**src/rtl/uart_pkg.sv**
```systemverilog
// Shared UART types and constants.
// FSM state encoding, frame width and default bit timing.
package uart_pkg;

  localparam int DATA_BITS = 8;
  localparam int CLK_HZ    = 100_000_000;
  localparam int BAUD      = 9600;

  typedef enum logic [2:0] {
    IDLE,
    START,
    DATA,
    STOP,
    WAIT_HIGH
  } uart_state_e;

endpackage

```
**src/rtl/sync_2ff.sv**
```systemverilog
// Two-flop synchronizer for a single asynchronous bit.
// Ports: clk, rst (sync, active-high), d (async in), q (synced out).
module sync_2ff #(
  parameter logic RST_VAL = 1'b1
) (
  input  logic clk,
  input  logic rst,
  input  logic d,
  output logic q
);

  logic meta;

  always_ff @(posedge clk) begin
    if (rst) begin
      meta <= RST_VAL;
      q    <= RST_VAL;
    end else begin
      meta <= d;
      q    <= meta;
    end
  end

endmodule

```
**src/rtl/uart_receiver.sv**
```systemverilog
// 8N1 UART receiver, centre-sampled, one-cycle byte strobe.
// Ports: clk_i, nreset_i (sync active-high), rx_i, valid_i -> ready_o, data_o.
module uart_receiver
  import uart_pkg::*;
#(
  parameter int CLK_PER_BIT = CLK_HZ / BAUD
) (
  input  logic       clk_i,
  input  logic       nreset_i,
  input  logic       rx_i,
  input  logic       valid_i,
  output logic       ready_o,
  output logic [7:0] data_o
);

  localparam int CW = $clog2(CLK_PER_BIT);
  localparam int IW = $clog2(DATA_BITS);

  localparam logic [CW-1:0] CNT_LAST = CW'(CLK_PER_BIT - 1);
  localparam logic [CW-1:0] CNT_HALF = CW'(CLK_PER_BIT / 2 - 1);
  localparam logic [IW-1:0] IDX_LAST = IW'(DATA_BITS - 1);

  logic rx_s;

  uart_state_e          state_q, state_d;
  logic [CW-1:0]        cnt_q, cnt_d;
  logic [IW-1:0]        idx_q, idx_d;
  logic [DATA_BITS-1:0] shift_q, shift_d;
  logic [DATA_BITS-1:0] data_q, data_d;
  logic                 ready_q, ready_d;

  sync_2ff #(
    .RST_VAL(1'b1)
  ) u_sync (
    .clk(clk_i),
    .rst(nreset_i),
    .d  (rx_i),
    .q  (rx_s)
  );

  always_ff @(posedge clk_i) begin
    if (nreset_i) begin
      state_q <= IDLE;
      cnt_q   <= '0;
      idx_q   <= '0;
      shift_q <= '0;
      data_q  <= '0;
      ready_q <= 1'b0;
    end else begin
      state_q <= state_d;
      cnt_q   <= cnt_d;
      idx_q   <= idx_d;
      shift_q <= shift_d;
      data_q  <= data_d;
      ready_q <= ready_d;
    end
  end

  always_comb begin
    state_d = state_q;
    cnt_d   = cnt_q;
    idx_d   = idx_q;
    shift_d = shift_q;
    data_d  = data_q;
    ready_d = 1'b0;
    unique case (state_q)
      IDLE: begin
        // enable gates only the start of a frame
        if (!rx_s && valid_i) begin
          state_d = START;
          cnt_d   = '0;
        end
      end
      START: begin
        if (cnt_q == CNT_HALF) begin
          cnt_d = '0;
          if (!rx_s) begin
            state_d = DATA;
            idx_d   = '0;
          end else begin
            state_d = IDLE;
          end
        end else begin
          cnt_d = cnt_q + CW'(1);
        end
      end
      DATA: begin
        if (cnt_q == CNT_LAST) begin
          cnt_d          = '0;
          shift_d[idx_q] = rx_s;
          if (idx_q == IDX_LAST) begin
            state_d = STOP;
          end else begin
            idx_d = idx_q + IW'(1);
          end
        end else begin
          cnt_d = cnt_q + CW'(1);
        end
      end
      STOP: begin
        // leaving at mid stop bit leaves room for a back-to-back start
        if (cnt_q == CNT_LAST) begin
          cnt_d = '0;
          if (rx_s) begin
            data_d  = shift_q;
            ready_d = 1'b1;
            state_d = IDLE;
          end else begin
            state_d = WAIT_HIGH;
          end
        end else begin
          cnt_d = cnt_q + CW'(1);
        end
      end
      WAIT_HIGH: begin
        if (rx_s) begin
          state_d = IDLE;
        end
      end
      default: begin
        state_d = IDLE;
      end
    endcase
  end

  assign ready_o = ready_q;
  assign data_o  = data_q;

endmodule

```
**config.mk**
```make
export PLATFORM = sky130hd
export DESIGN_NAME = uart_receiver
export DESIGN_NICKNAME = d
export VERILOG_FILES = /design/src/rtl/uart_pkg.sv /design/src/rtl/sync_2ff.sv /design/src/rtl/uart_receiver.sv
export SDC_FILE = /design/constraint.sdc
export NUM_CORES = 1
export LEC_CHECK = 0
export CAP_MARGIN = 15
export CORE_AREA = 2 2 70 52
export DETAILED_ROUTE_END_ITERATION = 8
export DIE_AREA = 0 0 72 54
export DONT_BUFFER_PORTS = 1
export HOLD_SLACK_MARGIN = 0.15
export PLACE_DENSITY = 0.81
export SLEW_MARGIN = 0
export SYNTH_ARGS = -nofsm -noshare
export SYNTH_HDL_FRONTEND = slang
export SYNTH_SLANG_ARGS = --single-unit
```
**constraint.sdc**
```tcl
create_clock -name clk_i -period 2.8 [get_ports clk_i]
set_input_delay 0 -clock clk_i [delete_from_list [all_inputs] [get_ports clk_i]]
set_output_delay 0 -clock clk_i [all_outputs]
set_load 0.01 [all_outputs]
```
Word-level counts from Yosys, hierarchy flattened
Index checks and enable logic that the tools add are counted.
Storage, ports and cells
  flip-flop bits (word level): 39
  bits of input ports: 4
  output and inout port bits: 9
  logic and storage cells: 64
Cells by class
  add/sub/neg operators: 2
  muxes and demuxes: 22
  reductions and logical operators: 13
  magnitude comparators: 2
  bitwise logic cells: 2
  equality and inequality tests: 15
Operator list (count)
  $mux W14: 3
  $pmux W14 S3: 1
  $mux W3: 11
  $pmux W3 S5: 1
  $add A14 B1 Y14 const B: 1
  $eq A14 B13 Y1 const B: 1
  $eq A14 B14 Y1 const B: 1
  $ne A2 B2 Y1 const B: 7
  $bwmux W8: 1
  $eq A3 B2 Y1 const B: 2
  $eq A3 B3 Y1 const B: 2
  $pmux W3 S2: 1
  $reduce_and A6 Y1: 1
  $reduce_and A5 Y1: 1
  $lt A3 B4 Y1 const B: 1
  $reduce_and A2 Y1: 2
  $add A3 B1 Y3 const B: 1
  $demux W1 S3: 1
  $eq A3 B1 Y1 const B: 1
  $ge A3 B1 Y1 const B: 1
  $logic_not A3 Y1: 1
  $reduce_and A3 Y1: 1
  $reduce_bool A3 Y1: 1
  $reduce_or A3 Y1: 1
  8 further kinds: 11

Logic depth before layout (Yosys ltp)
Gate-level depths: netlist (run 1).
  depth in word-level cells: 5
  gate-level depth with buffers: 8
  depth with buffers taken out: 6

Hierarchy
Synthesis (run 1) repeated with hierarchy kept, for this count alone.
Unflattened totals
  cell total of the unflattened synthesis: 221
  area total of the unflattened synthesis: 1994.4 um2
By module, submodules not included
  uart_receiver: seq. area each 740.7 um2, area an instance 1941.9 um2, cells an instance 217, instances 1
  sync_2ff: seq. area each 40.0 um2, area an instance 52.6 um2, cells an instance 4, instances 1

Least setup slack after synthesis (run 1)
OpenSTA, ideal clock, no wires.
  path kind: register to register
  start: reg cnt_q[7]
  end: reg state_q[2]
  library setup time: 70 ps
  setup slack: 625 ps
  data arrival time: 2105 ps
  data required time: 2730 ps
  cell stages (with the launch flop): 6
  period minus slack after synthesis: 2175 ps
  buffers on the path: 0
  path through: dfxtp_1 or4_1 or4_4 a32o_1 or4_1 a21oi_1
On the way
  word-level cells in the longest chain between the ends: 3
  elaborated cells between the ends (all ways): 6
  classes of those cells: 5 x eq/ne; 1 x reduce/logical
RTL lines
  from (decl): RTL line uart_receiver.sv:26  | logic [CW-1:0] cnt_q, cnt_d;
  from (signal assigned): RTL line uart_receiver.sv:51  | cnt_q <= cnt_d;
  $eq A14 B14 Y1 or $eq A14 B13 Y1 (tied branches): RTL line uart_receiver.sv:88, uart_receiver.sv:102, uart_receiver.sv:75
  $ne A2 B2 Y1 (no line)
  $reduce_and A6 Y1 (no line) (*)
  to (signal assigned): RTL line uart_receiver.sv:50  | state_q <= state_d;
  to (decl): RTL line uart_receiver.sv:25  | uart_state_e state_q, state_d;
Mark *: on every way between the ends. The rest lies on a longest branch, timed or not.
A chain may end at the register's enable or synchronous reset.

Worst setup path in the final report (run 1)
Same ends and word-level chain as after synthesis.

==> results of run 1 <==
==> cells by family after synthesis <==
family | after synthesis | share of synthesized area [%]
AO/OA/AOI/OAI | 24 | 8.50
buffers and inverters | 14 | 2.86
flip-flops | 39 | 42.4
XOR/XNOR | 9 | 4.28
AND/OR/NAND/NOR | 103 | 30.0
multiplexers | 18 | 9.86
adder cells (fa/ha/maj) | 3 | 2.04
==> through the flow <==
step / worst slack [ns] / hold slack, ns / cell area (µm²)
3_5_place_dp: 0.393 / 0.0748 / 1860
4_1_cts: 0.360 / 0.220 / 1980
3_3_place_gp: 0.430 / 0.0726 / 1860
2_1_floorplan: 0.625 / 0.104 / 1840
6_report: 0.377 / 0.241 / 2010
5_1_grt: 0.236 / 0.280 / 2010
==> path summary, 6_finish.rpt <==
check                            endpoint  slack (ns)  depth (start not counted)
setup reg to reg  state_q[2]$_SDFFE_PP0P_        0.38                          5
hold / removal     cnt_q[11]$_SDFFE_PP0P_        0.24                          5
setup / recovery  state_q[2]$_SDFFE_PP0P_        0.38                          5
hold reg to reg       u_sync.q$_SDFF_PP1_        0.41                          1
==> worst min-delay path, cell delays in order <==
cell and delay, ns:
nand2b_1 0.07, a21oi_1 0.15, nand4_1 0.14, xor2_1 0.07
nor2_1 0.07
==> Yosys cell counts, types with 2 or more instances <==
cell type and count:
and3_1 3, xor2_1 4, mux2i_1 17, or2_2 2
nor2b_1 4, ha_1 3, or4_1 4, o21ai_0 6
clkbuf_1 11, a31oi_1 3, nor4_1 8, a21o_1 2
and2_1 2, nand4_1 6, a211o_1 2, nor2_1 32
nor4b_1 3, dfxtp_1 39, nor3_1 5, xnor2_1 5
nand2b_1 3, inv_1 3, and4_1 2, nand2_1 13
nand3_1 6, nand3b_1 5, a21oi_1 5
==> cell type report <==
| cell class | count | area share [%] |
|---|---|---|
| flip-flops and latches | 39 | 38.9 |
| clock buffers | 7 | 4.80 |
| repair buffers | 4 | 2.74 |
| clock inverters | 1 | 0.374 |
| inverters | 3 | 0.561 |
| multi-input cells | 157 | 50.2 |
| well taps | 40 | 2.49 |
==> registers in the layout, summed over array words and instances (netlist names) <==
register     cells
u_sync.q         1
cnt_q           14
idx_q            3
state_q          3
u_sync.meta      1
ready_o          1
shift_q          8
data_o           8
==> timing repair <==
action,4_1_cts,5_1_grt
hold buffers,2,0
hold endpoints to repair,39,0
gates resized for setup,0,0
==> routing by layer <==
layer	global-route usage, %	vias to the layer above	routed length [µm]
li1	-	750	-
met1	29.6	703	1910
met2	27.6	33	1570
met3	6.93	6	191
met4	9.75	0	40
met5	0	-	0
==> power by group through the flow <==
stage / sequential, mW / combinational (mW) / clock [mW]
after floorplan: 0.571 / 0.0239 / 0
final: 0.562 / 0.0329 / 0.422
after CTS: 0.562 / 0.0278 / 0.426
after global placement: 0.575 / 0.0189 / 0
after detailed placement: 0.575 / 0.0189 / 0
after global routing: 0.562 / 0.0366 / 0.451
==> results list, run 1 <==
- Vias in the first global route: about 1.3k
- Using the TritonRoute via totals, the vias-per-cell ratio works out to around 6.
* Routed Wire Length: approximately 3700 µm
* Area used by sequential logic in the layout: approximately 780 µm²
- Via count: 1492
- Average cell area after synthesis: a little under 9 µm²
* Chip height: 54 µm
- The die is between 70 and 80 µm wide.
- Synth-to-Final Area Change: 9.11%
- The worst path in the final design needs a cycle of ~2.4 ns, including I/O delays and setup.
* Cell-by-cell trace of the critical path: or4_1 > or4_4 > a32o_1 > or4_1 > a21oi_1
* Final ANT Viol Nets: 0
* Final setup skew: 0.00664 ns
* Critical Path Start: cnt_q[7]$_SDFFE_PP0P_
* Layout Cells excl Fill: ~250
* Clk_lat worst skew: roughly 0.29 ns
* Mapped Nets: between 200 and 250
- Routability-driven placement finished with a final weighted congestion of 0.891.
- Total setup buffers inserted after CTS: 0
- The floorplan step defined a die boundary enclosing roughly 3900 µm².
- Setup Crit Path Kind: flop to flop
- In the synthesized netlist the dominant register cell turns out to be dfxtp_1.
- In this run, distinct cell masters in the synthesized netlist total 39.
- dfxtp_1 takes more of the synthesized area than any other cell.
- Clock-pin slew on the worst setup and hold paths: around 0.08 ns
- The Yosys step of the flow raised 0 warnings.
- Fin util: about three fifths
* Gate count of the mapped netlist: between 200 and 250
- In the final timing run, aggregate negative setup slack is 0 ns.
- Status: finished, final reports clean
* Wire length of the first global-routing pass: 6000 µm
- The analysis attributes to cell leakage a power of about 0.66 nW.
* Max IR drop VDD: between 0.4 and 0.5 mV
- For the worst setup path, the data arrival time is 2.65 ns.
* Path class of the lowest-slack min-delay path: primary input to flop
* Total overflow reported by the global router: 0
- In this run, placement finished with an instance count of 240.
- The filler cells instantiated in the layout total between 200 and 300.
* H-tree lvl count: 2
- Leaving out fill and tap cells, the most frequent cells in the layout are dfxtp_1, nor2_1, mux2i_1.
- Logic pwr share: 3.2%
* Count of buffers from port buffering: 0
* Cell types with the largest area share after synthesis: dfxtp_1, mux2i_1, nor2_1
* Initial DRT Pass Iterations: 4
* RSZ-0062 raised after global routing: false
* Iteration-0 DRC Markers: between 80 and 90
- Clk pwr share: 41.5%
- Root Buffer: clkbuf_8
* Standard cell core area: roughly 3300 µm²
* Maximum number of pins on one net before global-route repair: 35
- Global routing consumed, over all layers together, about a fifth of the routing resources.
- For the pin with the worst max-slew slack, the measured transition is around 0.9 ns.
* Library cell appearing most often on the critical path: or4_1
- The max-slew violation count is 0.
- Wire length per cell: between 10 and 15 µm
- Portion of synthesized cell area occupied by the leading cell type: a little over two fifths
* Reported net switching power: around 0.22 mW
* Number of hold-slack violations in the final timing report: 0
* #FFs+latches synth: 39
- Sequential cells were found to cover between 40 and 50% of the synthesized design area.
- The worst setup path is launched from a flop.
* Netlist area before placement: around 1800 µm²
- At the end of the flow, the number of nets in the layout was between 200 and 250.
* CTS tree: yes
* Most common cell after layout, fill and taps aside: dfxtp_1
- # setup viols final: 0
- Post-DP HPWL: about 2500 µm
- For the worst setup path, the data required time is 3.03 ns.
- Along the worst path, the maximum fanout reaches 13.
- After detailed routing, the number of remaining DRC violations is 0.
- The initial antenna violation count is 0.
- The worst hold path begins at valid_i.
- Worst setup EP type: flop
* Longest individual stage delay on the worst path: 0.53 ns
- For this configuration, the core starts out at a cell density of between 50% and 60%.
- 13 I/O pins were placed.
- Of the available clock period, the critical path in the final layout requires between 80% and 90%.
* Startpoint of the most critical register-to-register path: cnt_q[7]$_SDFFE_PP0P_
- Achievable clock frequency: approximately 410 MHz
* Worst rel slew slack: about 40%
- TritonCTS Sinks: 39
- Diode count: 0
- The number of buffers and inverters on the critical path is 0.
* Maximum root-to-sink buffer count: 2
* Fraction of layout instances using a drive strength above 1: 7.11%
- In the synthesized netlist the async set-or-reset flop fraction comes to 0%.
- Registers are responsible for between 50% and 60% of the overall power.
- Yosys mapped a number of flops with a built-in enable equal to 0.
* Row count: 18
- Net switching is 21.9% of the power.
* Area of combinational cells with multiple inputs: ~1000 µm²
- Power Dens Cells: roughly 500 nW/µm²
* Cell Int Power: slightly below 0.8 mW
* Cell family with the largest share of critical-path delay: simple AND/OR/NAND/NOR gates
* Maxcap violations: 0
- CP max stage cell: or4_1
- TritonCTS created 5 clock buffers.
- Summing internal, switching and leakage power gives 1.02 mW.
(Power assumes the default switching activity.)
==> run 2, diff against run 1 <==
Settings changed: GPL_TIMING_DRIVEN from default to 0.
==> run 2 against run 1 <==
Effect of this change: via count increased by 4.2%; final cell count is 3.6% higher; cell area is 1.0% higher; largest power group unchanged; combinational power rose by 6.4%; fmax rose by 3.5%; register-to-register slack better by 0.08 ns; clock skew fell by 0.0015 ns; core utilization is 0.60 points higher.
==> results list, run 2 (synthesis gave the netlist of run 1 again) <==
- Status: finished, final reports clean
* Final setup skew: 0.00518 ns (-0.00146 ns)
- Standard cell core area: 3310 µm² (unchanged)
- TritonCTS Sinks: 39 (unchanged)
- The initial detailed-routing violation count came to 107 (+24%).
- The die outline width came to 72 µm (unchanged).
* # setup viols final: 0 (unchanged)
- Wire length per cell: 14.5 µm (-2.3%)
* Diode count: 0 (unchanged)
* Worst Max-Slew Pin Slew: 0.995 ns (+0.115 ns)
- The share of cells above drive strength 1 was 5.91% (-1.2 points).
* Path class of the lowest-slack min-delay path: primary input to flop
- Total clock buffers created by CTS: 5 (unchanged)
* PnR Total Power: 1.08 mW (+6.5%)
- Area of combinational cells with multiple inputs: 1010 µm² (unchanged)
- Startpoint types: flop
* Maximum number of pins on one net before global-route repair: 13 (-63%)
- The endpoint identified for the worst register-to-register timing path is state_q[2]$_SDFFE_PP0P_.
* Minimum hold slack: 0.194 ns (-0.0469 ns)
* Setup Total Neg Slack: 0 ns (unchanged)
- Share of the clock period used by the worst path: 83.6% (-2.9 points)
* Wire length of the first global-routing pass: 6070 µm (+1.3%)
- Leaving out fill and tap cells, the most frequent cell in the layout is dfxtp_1.
- Register containing the most flip-flops in the final layout: cnt_q
- Tracing the worst setup path back leads to its startpoint at cnt_q[7]$_SDFFE_PP0P_.
- Setup Crit Path Kind: flop to flop
- The pre-CTS setup slack came to 0.531 ns (+0.138 ns).
- The relative contribution of the clock network to total power is 45.1% (+3.6 points).
* Total overflow reported by the global router: 0 (unchanged)
- The number of levels in the clock H-tree is 2 (unchanged).
* Final weighted congestion in routability-driven placement: 0.859 (-3.6%)
- The number of port buffers came to 0 (unchanged).
* Area used by sequential logic in the layout: 781 µm² (unchanged)
* Initial DRT Pass Iterations: 4 (unchanged)
- Global-route total usage across every layer: 20.9% (+0.16 points)
- The count of nets after finishing is 226 (+4.1%).
- Number of remaining DRC errors: 0 (unchanged)
- Final ANT Viol Nets: 0 (unchanged)
- Switching share of power: 20.9% (-1.0 points)
- Post-DP HPWL: 2580 µm (+5.3%)
* Synth-to-Final Area Change: 10.2%
* Total leakage power: 0.666 nW (+1.0%)
- Initial cell density of the core: 55.6% (unchanged)
- Total of fill cells in the finished design: 300 (+7.5%)
- Number of antenna violations at the first check in global routing: 0 (unchanged)
* Max IR drop VDD: 0.428 mV (-5.7%)
- The setup slack of the worst register-to-register path was 0.46 ns (+0.08 ns).
- Via count: 1555 (+4.2%)
* Maximum root-to-sink buffer count: 2 (unchanged)
* Row count: 18 (unchanged)
- The internal power was 0.856 mW (+7.9%).
- The number of global-route vias before repair came to 1282 (-0.31%).
* Root Buffer: clkbuf_8
* Maxcap violations: 0 (unchanged)
- Vias/cell: 5.98 (+0.61%)
- Signal arrival time at the worst endpoint: 2.57 ns (-0.08 ns)
- Die ar.: 3890 µm² (unchanged)
- The total power per unit cell area was 534 nW/µm² (+5.4%).
- The required time at the endpoint of the critical path was 3.03 ns (about the same).
- CTS-repair resized insts: 0 (unchanged)
- The max-slew violation count came to 0 (unchanged).
* Commonest cells after routing, fill and taps aside: dfxtp_1, nor2_1, mux2i_1
* Clock-pin slew on the worst setup and hold paths: 0.08 ns (about the same)
* Startpoint of the most critical register-to-register path: cnt_q[7]$_SDFFE_PP0P_
* Minimum clock period after layout: 2.34 ns (-0.0810 ns)
* Number of flip-flops under the largest register name: 14 (unchanged)
- CTS tree: yes
- Worst setup EP type: flop
- The peak fanout along the critical path was 6 (-7).
* Power share of the sequential group: 51.6% (-3.7 points)
- The maximum operating frequency is 427 MHz (+3.5%).
- Clk_lat worst skew: 0.30 ns (about the same)
- Reported net switching power: 0.226 mW (+1.5%)
* Routed Wire Length: 3760 µm (+1.2%)
* Top-level I/O count: 13 (unchanged)
- The die extent in y came to 54 µm (unchanged).
- In this run the worst setup path terminates at state_q[2]$_SDFFE_PP0P_.
* Logic pwr share: 3.2% (about the same)
- The number of cells traversed by the worst register-to-register path came to 5 (unchanged).
* Number of hold-slack violations in the final timing report: 0 (unchanged)
- Worst rel slew slack: 31.9% (-7.9 points)
- The minimum setup slack in the final design was 0.458 ns (+0.0810 ns).
* RSZ-0062 raised after global routing: false
[run 2: changes by cell type in the layout (fill, tap and decap cells not counted)]
| cell | delta |
|---|---|
| clkinvlp_4 | -1 |
| buf_16 | -1 |
| bufinv_16 | +1 |
| clkbuf_8 | -1 |
| clkbuf_1 | +11 |
| buf_4 | -1 |
| clkinv_2 | +1 |
[run 2: what timing repair did]
| item | 4_1_cts | 5_1_grt |
|---|---|---|
| hold buffers | 2 | 0 |
| hold endpoints to repair | 8 | 0 |
| buffers inserted | 0 | 0 |
[run 2: metrics by stage]
| step | utilization, % | std cells | area (µm²) |
|---|---|---|---|
| finish | 61.3 | 260 | 2030 |
| global route | 61.3 | 260 | 2030 |
| CTS | 61.3 | 260 | 2030 |
| detailed placement | 57.1 | 250 | 1890 |
| global placement | 57.1 | 250 | 1890 |
| floorplan | - | 210 | 1840 |
[run 2: power by group through the flow]
stage / clock (mW) / sequential, mW / combinational, mW
floorplan: 0 / 0.571 / 0.0239
global placement: 0 / 0.572 / 0.0313
detailed placement: 0 / 0.572 / 0.0310
CTS: 0.493 / 0.559 / 0.0347
global route: 0.519 / 0.560 / 0.0383
finish: 0.488 / 0.559 / 0.0350
[run 2: how the worst min path moves through the flow]
stage / slack [ns] / end / cells past startpoint / from
after global placement: 0.11 / u_sync.meta$_SDFF_PP1_ / 1 / rx_i
final: 0.19 / cnt_q[10]$_SDFFE_PP0P_ / 3 / nreset_i
after floorplan: 0.10 / u_sync.meta$_SDFF_PP1_ / 1 / rx_i
after detailed placement: 0.11 / u_sync.meta$_SDFF_PP1_ / 1 / rx_i
after global routing: 0.22 / cnt_q[9]$_SDFFE_PP0P_ / 3 / nreset_i
after CTS: 0.20 / cnt_q[9]$_SDFFE_PP0P_ / 5 / valid_i
[run 2: worst max-delay path: stages (launching register included)]
cell	delay, ns
dfxtp_1	0.36
or4_1	0.51
or4_4	0.44
a32o_1	0.30
or4_1	0.50
a21oi_1	0.16
[run 2: area by class of cell]
cell class / count / area share, %
plain buffers: 11 / 2.04
clock inverters: 2 / 1.73
flip-flops and latches: 39 / 38.5
clock buffers: 6 / 4.07
well taps: 40 / 2.47
inverters: 3 / 0.555
repair buffers: 2 / 0.987
multi-input cells: 157 / 49.7
[run 2: metal layers]
| metal | vias up | wire length (µm) | track usage [%] | share of wire (%) |
|---|---|---|---|---|
| met5 | - | 0 | 0 | 0 |
| met4 | 0 | 65 | 9.43 | 1.7 |
| met3 | 8 | 196 | 5.24 | 5.2 |
| met2 | 43 | 1550 | 29.9 | 41 |
| met1 | 736 | 1940 | 29.6 | 52 |
| li1 | 768 | - | - | - |
